==> src/rtl/addsub_arbiter_if.sv <==
// Handshake bundle for the two-requester add/subtract arbiter.
// The slave side is the arbiter; the master side is the issue logic and the result consumer.
interface addsub_arbiter_if #(
    parameter int DATA_W = 4,
    parameter int CNT_W  = 8
);
    logic              req0_valid_i;
    logic              req0_ready_o;
    logic [DATA_W-1:0] req0_a_i;
    logic [DATA_W-1:0] req0_b_i;
    logic              req0_sel_i;

    logic              req1_valid_i;
    logic              req1_ready_o;
    logic [DATA_W-1:0] req1_a_i;
    logic [DATA_W-1:0] req1_b_i;
    logic              req1_sel_i;

    logic              rsp_valid_o;
    logic              rsp_ready_i;
    logic [DATA_W-1:0] rsp_s_o;
    logic              rsp_c_o;
    logic              rsp_id_o;

    logic [CNT_W-1:0]  gnt_cnt0_o;
    logic [CNT_W-1:0]  gnt_cnt1_o;

    modport slave (
        input  req0_valid_i, req0_a_i, req0_b_i, req0_sel_i,
        input  req1_valid_i, req1_a_i, req1_b_i, req1_sel_i,
        input  rsp_ready_i,
        output req0_ready_o, req1_ready_o,
        output rsp_valid_o, rsp_s_o, rsp_c_o, rsp_id_o,
        output gnt_cnt0_o, gnt_cnt1_o
    );

    modport master (
        output req0_valid_i, req0_a_i, req0_b_i, req0_sel_i,
        output req1_valid_i, req1_a_i, req1_b_i, req1_sel_i,
        output rsp_ready_i,
        input  req0_ready_o, req1_ready_o,
        input  rsp_valid_o, rsp_s_o, rsp_c_o, rsp_id_o,
        input  gnt_cnt0_o, gnt_cnt1_o
    );
endinterface

==> src/rtl/addsub_arbiter.sv <==
// Round-robin arbiter sharing one add/subtract datapath between two requesters,
// with a single-entry registered response slot and saturating per-requester grant counters.
module addsub_arbiter #(
    parameter int DATA_W = 4,
    parameter int CNT_W  = 8
) (
    input  logic               clk_i,
    input  logic               rst_ni,
    addsub_arbiter_if.slave    bus
);
    typedef enum logic {
        EMPTY = 1'b0,
        FULL  = 1'b1
    } state_e;

    state_e            state_q, state_d;
    logic [DATA_W-1:0] rsp_s_q, rsp_s_d;
    logic              rsp_c_q, rsp_c_d;
    logic              rsp_id_q, rsp_id_d;
    logic              last_gnt_q, last_gnt_d;
    logic [CNT_W-1:0]  gnt_cnt0_q, gnt_cnt0_d;
    logic [CNT_W-1:0]  gnt_cnt1_q, gnt_cnt1_d;

    logic              accept_ok;
    logic              cand;
    logic              ready0;
    logic              ready1;
    logic              fire;
    logic [DATA_W-1:0] op_a;
    logic [DATA_W-1:0] op_b;
    logic              op_sel;
    logic [DATA_W:0]   result;

    // Ready is held low during reset so a requester never sees a handshake that is not taken.
    always_comb begin
        accept_ok = rst_ni && ((state_q == EMPTY) || bus.rsp_ready_i);
        if (bus.req0_valid_i && bus.req1_valid_i) begin
            cand = ~last_gnt_q;
        end else begin
            cand = bus.req1_valid_i;
        end
        ready0 = accept_ok && bus.req0_valid_i && !cand;
        ready1 = accept_ok && bus.req1_valid_i &&  cand;
        fire   = ready0 || ready1;
    end

    always_comb begin
        op_a   = cand ? bus.req1_a_i   : bus.req0_a_i;
        op_b   = cand ? bus.req1_b_i   : bus.req0_b_i;
        op_sel = cand ? bus.req1_sel_i : bus.req0_sel_i;
        if (op_sel) begin
            result = {1'b0, op_a} - {1'b0, op_b};
        end else begin
            result = {1'b0, op_a} + {1'b0, op_b};
        end
    end

    always_comb begin
        state_d    = state_q;
        rsp_s_d    = rsp_s_q;
        rsp_c_d    = rsp_c_q;
        rsp_id_d   = rsp_id_q;
        last_gnt_d = last_gnt_q;
        gnt_cnt0_d = gnt_cnt0_q;
        gnt_cnt1_d = gnt_cnt1_q;
        if (fire) begin
            state_d    = FULL;
            rsp_s_d    = result[DATA_W-1:0];
            rsp_c_d    = result[DATA_W];
            rsp_id_d   = cand;
            last_gnt_d = cand;
            if (!cand && (gnt_cnt0_q != {CNT_W{1'b1}})) begin
                gnt_cnt0_d = gnt_cnt0_q + CNT_W'(1);
            end
            if (cand && (gnt_cnt1_q != {CNT_W{1'b1}})) begin
                gnt_cnt1_d = gnt_cnt1_q + CNT_W'(1);
            end
        end else if ((state_q == FULL) && bus.rsp_ready_i) begin
            // Drain without refill keeps the last data visible on the response bus.
            state_d = EMPTY;
        end
    end

    always_ff @(posedge clk_i or negedge rst_ni) begin
        if (!rst_ni) begin
            state_q    <= EMPTY;
            rsp_s_q    <= '0;
            rsp_c_q    <= 1'b0;
            rsp_id_q   <= 1'b0;
            last_gnt_q <= 1'b1;
            gnt_cnt0_q <= '0;
            gnt_cnt1_q <= '0;
        end else begin
            state_q    <= state_d;
            rsp_s_q    <= rsp_s_d;
            rsp_c_q    <= rsp_c_d;
            rsp_id_q   <= rsp_id_d;
            last_gnt_q <= last_gnt_d;
            gnt_cnt0_q <= gnt_cnt0_d;
            gnt_cnt1_q <= gnt_cnt1_d;
        end
    end

    assign bus.req0_ready_o = ready0;
    assign bus.req1_ready_o = ready1;
    assign bus.rsp_valid_o  = (state_q == FULL);
    assign bus.rsp_s_o      = rsp_s_q;
    assign bus.rsp_c_o      = rsp_c_q;
    assign bus.rsp_id_o     = rsp_id_q;
    assign bus.gnt_cnt0_o   = gnt_cnt0_q;
    assign bus.gnt_cnt1_o   = gnt_cnt1_q;
endmodule

==> src/flat_wrapper.sv <==
// flat-port wrapper written by rule: the top's interface ports become plain ports
module addsub_arbiter_flat 
#(
    parameter int DATA_W = 4,
    parameter int CNT_W  = 8
)
  (clk_i, rst_ni, bus_req0_valid_i, bus_req0_a_i, bus_req0_b_i, bus_req0_sel_i, bus_req1_valid_i, bus_req1_a_i, bus_req1_b_i, bus_req1_sel_i, bus_rsp_ready_i, bus_req0_ready_o, bus_req1_ready_o, bus_rsp_valid_o, bus_rsp_s_o, bus_rsp_c_o, bus_rsp_id_o, bus_gnt_cnt0_o, bus_gnt_cnt1_o);
  addsub_arbiter_if #(.DATA_W(DATA_W), .CNT_W(CNT_W)) bus_i ();
  input  logic clk_i;
  input  logic rst_ni;
  input wire logic [$bits(bus_i.req0_valid_i)-1:0] bus_req0_valid_i;
  input wire logic [$bits(bus_i.req0_a_i)-1:0] bus_req0_a_i;
  input wire logic [$bits(bus_i.req0_b_i)-1:0] bus_req0_b_i;
  input wire logic [$bits(bus_i.req0_sel_i)-1:0] bus_req0_sel_i;
  input wire logic [$bits(bus_i.req1_valid_i)-1:0] bus_req1_valid_i;
  input wire logic [$bits(bus_i.req1_a_i)-1:0] bus_req1_a_i;
  input wire logic [$bits(bus_i.req1_b_i)-1:0] bus_req1_b_i;
  input wire logic [$bits(bus_i.req1_sel_i)-1:0] bus_req1_sel_i;
  input wire logic [$bits(bus_i.rsp_ready_i)-1:0] bus_rsp_ready_i;
  output wire logic [$bits(bus_i.req0_ready_o)-1:0] bus_req0_ready_o;
  output wire logic [$bits(bus_i.req1_ready_o)-1:0] bus_req1_ready_o;
  output wire logic [$bits(bus_i.rsp_valid_o)-1:0] bus_rsp_valid_o;
  output wire logic [$bits(bus_i.rsp_s_o)-1:0] bus_rsp_s_o;
  output wire logic [$bits(bus_i.rsp_c_o)-1:0] bus_rsp_c_o;
  output wire logic [$bits(bus_i.rsp_id_o)-1:0] bus_rsp_id_o;
  output wire logic [$bits(bus_i.gnt_cnt0_o)-1:0] bus_gnt_cnt0_o;
  output wire logic [$bits(bus_i.gnt_cnt1_o)-1:0] bus_gnt_cnt1_o;
  assign bus_i.req0_valid_i = bus_req0_valid_i;
  assign bus_i.req0_a_i = bus_req0_a_i;
  assign bus_i.req0_b_i = bus_req0_b_i;
  assign bus_i.req0_sel_i = bus_req0_sel_i;
  assign bus_i.req1_valid_i = bus_req1_valid_i;
  assign bus_i.req1_a_i = bus_req1_a_i;
  assign bus_i.req1_b_i = bus_req1_b_i;
  assign bus_i.req1_sel_i = bus_req1_sel_i;
  assign bus_i.rsp_ready_i = bus_rsp_ready_i;
  assign bus_req0_ready_o = bus_i.req0_ready_o;
  assign bus_req1_ready_o = bus_i.req1_ready_o;
  assign bus_rsp_valid_o = bus_i.rsp_valid_o;
  assign bus_rsp_s_o = bus_i.rsp_s_o;
  assign bus_rsp_c_o = bus_i.rsp_c_o;
  assign bus_rsp_id_o = bus_i.rsp_id_o;
  assign bus_gnt_cnt0_o = bus_i.gnt_cnt0_o;
  assign bus_gnt_cnt1_o = bus_i.gnt_cnt1_o;
  addsub_arbiter #(.DATA_W(DATA_W), .CNT_W(CNT_W)) u_core (.clk_i(clk_i), .rst_ni(rst_ni), .bus(bus_i));
endmodule
==> config.mk <==
export PLATFORM = sky130hd
export DESIGN_NAME = addsub_arbiter_flat
export DESIGN_NICKNAME = d
export VERILOG_FILES = /design/src/rtl/addsub_arbiter_if.sv /design/src/rtl/addsub_arbiter.sv /design/src/flat_wrapper.sv
export SDC_FILE = /design/constraint.sdc
export NUM_CORES = 1
export LEC_CHECK = 0
export ABC_AREA = 1
export CAP_MARGIN = 20
export CORE_MARGIN = 8
export CORE_UTILIZATION = 45
export CTS_BUF_LIST = sky130_fd_sc_hd__clkbuf_4 sky130_fd_sc_hd__clkbuf_8
export CTS_CLUSTER_SIZE = 25
export DETAILED_ROUTE_END_ITERATION = 8
export PLACE_DENSITY = 0.76
export SLEW_MARGIN = 20
export SYNTH_ARGS = -nofsm -noshare
export SYNTH_HDL_FRONTEND = slang
export SYNTH_SLANG_ARGS = --single-unit
==> constraint.sdc <==
create_clock -name clk_i -period 2.56 [get_ports clk_i]
set_input_delay 0.256 -clock clk_i [delete_from_list [all_inputs] [get_ports clk_i]]
set_output_delay 0.256 -clock clk_i [all_outputs]
set_load 0.02 [all_outputs]
==> results of run 1 <==
[flip-flops by register name (all words and copies together), names as in the netlist]
signal                  count
u_core.bus.rsp_id_o         1
u_core.bus.rsp_valid_o      1
u_core.bus.gnt_cnt1_o       8
u_core.bus.rsp_s_o          4
u_core.bus.rsp_c_o          1
u_core.bus.gnt_cnt0_o       8
u_core.last_gnt_q           1
[critical path, stage by stage (launching register included)]
cell and delay, ps:
dfstp_2 560, nand2_2 80, nand2_4 110, buf_4 170, inv_2 40, buf_4 150
nor2_4 140, clkdlybuf4s50_1 620
[synthesized netlist by cell type]
master | instances | area share, %
o21ai_2 | 5 | 2.7
buf_12 | 1 | 1.2
nand4_2 | 1 | 0.77
o21ai_1 | 3 | 0.92
a31oi_1 | 1 | 0.38
nor3_1 | 1 | 0.31
nor2_4 | 1 | 0.69
nand3_2 | 2 | 1.2
o21ai_4 | 2 | 2.0
nand3_1 | 6 | 1.8
o21ai_0 | 9 | 2.8
xnor2_1 | 6 | 3.2
or2_0 | 1 | 0.38
nor2_1 | 4 | 0.92
nand2_4 | 5 | 3.5
dfstp_2 | 1 | 1.6
nand2_1 | 61 | 14
a21oi_2 | 1 | 0.54
dfrtp_1 | 23 | 35
inv_2 | 2 | 0.46
nand2_2 | 4 | 1.5
o21bai_1 | 1 | 0.46
nand3b_1 | 2 | 0.92
mux2i_1 | 1 | 0.62
nand4_4 | 1 | 1.3
or2_2 | 1 | 0.38
a21oi_1 | 2 | 0.62
clkinv_2 | 2 | 0.62
fa_1 | 1 | 1.2
ha_1 | 7 | 5.4
inv_1 | 22 | 5.1
xor2_1 | 10 | 5.4
nand4_1 | 2 | 0.77
inv_4 | 2 | 0.77
[routing by layer]
metal	wire length, um	vias up
met5	0	-
met4	36	0
met3	125	2
met2	1730	34
met1	1540	639
li1	-	724
[final cells by class]
class / instances / area, um^2 / area share (%)
repair buffers: 53 / 515 / 23.2
clock buffers: 4 / 36.3 / 1.64
well taps: 48 / 60.1 / 2.71
multi-input cells: 141 / 892 / 40.2
inverters: 28 / 113 / 5.08
flip-flops and latches: 24 / 602 / 27.1
[cells in the final DEF, fill, tap and decap left out, types with 3 or more instances in the layout]
master,netlist,routed
buf_4,0,6
clkbuf_4,0,3
clkdlybuf4s50_1,0,47
dfrtp_1,23,23
ha_1,7,7
inv_1,22,22
nand2_1,61,61
nand2_2,4,4
nand2_4,5,5
nand3_1,6,6
nor2_1,4,4
o21ai_0,9,9
o21ai_1,3,3
o21ai_2,5,5
xnor2_1,6,6
xor2_1,10,10
[report_power, final]
| part | leakage (nW) | internal [mW] | switching, mW |
|---|---|---|---|
| registers | 0.301 | 0.513 | 0.156 |
| logic | 0.750 | 0.453 | 0.481 |
| clock network | 0.0210 | 0.0868 | 0.113 |
| total | 1.07 | 1.05 | 0.751 |
[per-stage QoR]
stage	instance area [um^2]	util, %
floorplan	1630	-
global placement	2180	61.0
detailed placement	2180	61.0
CTS	2220	62.0
global route	2220	62.0
finish	2220	62.0
[path summary, 6_finish.rpt]
kind / end / slack (ps) / depth (start not counted)
min in group clk_i: u_core.last_gnt_q$_DFFE_PN1P_ / 480 / 2
max in group asynchronous: u_core.last_gnt_q$_DFFE_PN1P_ / 1980 / 2
max: bus_req0_ready_o / 120 / 7
min: u_core.bus.rsp_valid_o$_DFFE_PN0P_ / 300 / 2
max reg2reg: u_core.bus.rsp_c_o$_DFFE_PN0P_ / 240 / 13
min reg2reg: u_core.last_gnt_q$_DFFE_PN1P_ / 480 / 2
[cell families (layout without fill, tap and decap cells)]
family / count (synthesis) / after routing / synth area share [%]
XOR/XNOR: 16 / 16 / 8.62
multiplexers: 1 / 1 / 0.615
flip-flops: 24 / 24 / 37.0
adder cells (fa/ha/maj): 8 / 8 / 6.62
AO/OA/AOI/OAI: 24 / 24 / 10.4
AND/OR/NAND/NOR: 92 / 92 / 28.6
buffers and inverters: 29 / 85 / 8.15
==> impl_metrics.ini, run 1 <==
[sta]
finalCritPeriodShare_pct = 95.3
finalClockSkew_ps = 5.46
worst_slew_margin_rel_pct = 76.1
post-route-worst-setup-slack_ps = 121
finalWorstPathRequiredPeriod_ps = 2440
count_of_final_max_slew_check_failures = 0
final.hold.worst_slack_ps = 305
timing_hold_violations_final = 0
setup_violation_total_in_the_final_timing_report = 0
rsz_0062_raised_after_global_routing = no
worst_slew_pin_slew_ps = 354
max_freq_mhz = 410
fin_tns_setup_ps = 0

[clock_network]
cts_setup_buffers = 0
total_cts_buffers = 3
clock_tree.root_cell = clkbuf_4
htreeDepth = 1
clock_latency_ps = 310
cts.reportedPaths.clkPinSlew_ps = 130
tritoncts = built
total_number_of_clock_tree_sinks = 24
cts_hold_buf = 0
cts.path.max_buffers = 2
cts.repair.resized = 0

[global_route]
grt.met2_usage_pct = 22.6
grt_util_met3_pct = 2.00
global_route_wire_length_before_repair_mm = 6.18
grt.overflow.total = 0
grt_start_max_net_pins = 25
grt_antenna_before_repair = 0
gr-max-usage-layer = met2
gr-usage-met1_pct = 13.6
globalRouteTotalUtil_pct = 12.3
vias_in_the_first_global_route = 1477

[yosys]
synth.avg_cell_area_um2 = 8.38
area_of_the_mapped_netlist_mm2 = 0.00163
ys_seq_elements = 24
synth_nets = 225
synth.yosys.warnings = 0
synthCells = 194
ys_types = 34
synth_seq_area_share_pct = 37.0

[floorplanning]
die_height_um = 76.1
core.rowCount = 22
start_util_pct = 45.5
floorplan.io_pins = 48
fp.coreArea_mm2 = 0.00358
dieWidth_um = 76.1
floorplan.die_area_mm2 = 0.00579

[worst_setup_path]
critical_path.max_fanout = 7
worst_setup_path_start_kind = flip-flop
timing.critical_path.to_type = primary output
startpoint = u_core.last_gnt_q$_DFFE_PN1P_
worstReg2RegStart = u_core.last_gnt_q$_DFFE_PN1P_
crit_type = flip-flop to primary output
arr_time_crit_path_ps = 2180
required_ps = 2300

[drt]
detailed_routing_iteration_count_for_the_pre_antenna_repair_pass = 4
dr.first_iter.drc_count = 65
viasPerCell = 4.69
postRouteWirelength_mm = 3.42
antenna_left = 0
vias = 1399
routedWlPerCell_um = 11.5
detail_route.drc_violations = 0

[outcome]
outcome = finished clean

[run]
max-cap-violations = 0

[placement]
pre_cts_ws_ps = 0.688
dp.cells = 294
buffer_ports.inserted = 47
detailedPlacementHpwl_mm = 2.84
finalWeightedCongestion = 0.833

[pwr]
worst_ir_drop_on_vdd_mv = 0.238
power.static_leakage_nw = 1.07
powerDensity_mw_per_mm2 = 813
p_total_mw = 1.80

[cells_and_area]
fill_cells = 314
syn_to_final_growth_pct = 36.4
insertedDiodeCount = 0
finish.cell_count_without_fillers = 298
fin_nets = 282
drive_gt1_share_pct = 16.0

[hold_path]
min-delay-path-class = input pin to asynchronous set/reset pin
No activity file was read; power rests on OpenSTA's default activity.
==> inputs of run 2 (changes only) <==
--- a/config.mk
+++ b/config.mk
@@ -6,7 +6,6 @@
 export NUM_CORES = 1
 export LEC_CHECK = 0
 export ABC_AREA = 1
-export CAP_MARGIN = 20
 export CORE_MARGIN = 8
 export CORE_UTILIZATION = 45
 export CTS_BUF_LIST = sky130_fd_sc_hd__clkbuf_4 sky130_fd_sc_hd__clkbuf_8
==> results of run 2 <==
No change in the layout: final DEF, timing and power equal those of run 1.
==> inputs of run 3 (changes only) <==
--- a/config.mk
+++ b/config.mk
@@ -12,7 +12,6 @@
 export CTS_CLUSTER_SIZE = 25
 export DETAILED_ROUTE_END_ITERATION = 8
 export PLACE_DENSITY = 0.76
-export SLEW_MARGIN = 20
 export SYNTH_ARGS = -nofsm -noshare
 export SYNTH_HDL_FRONTEND = slang
 export SYNTH_SLANG_ARGS = --single-unit
==> results of run 3 <==
No change in the layout: final DEF, timing and power equal those of run 1.
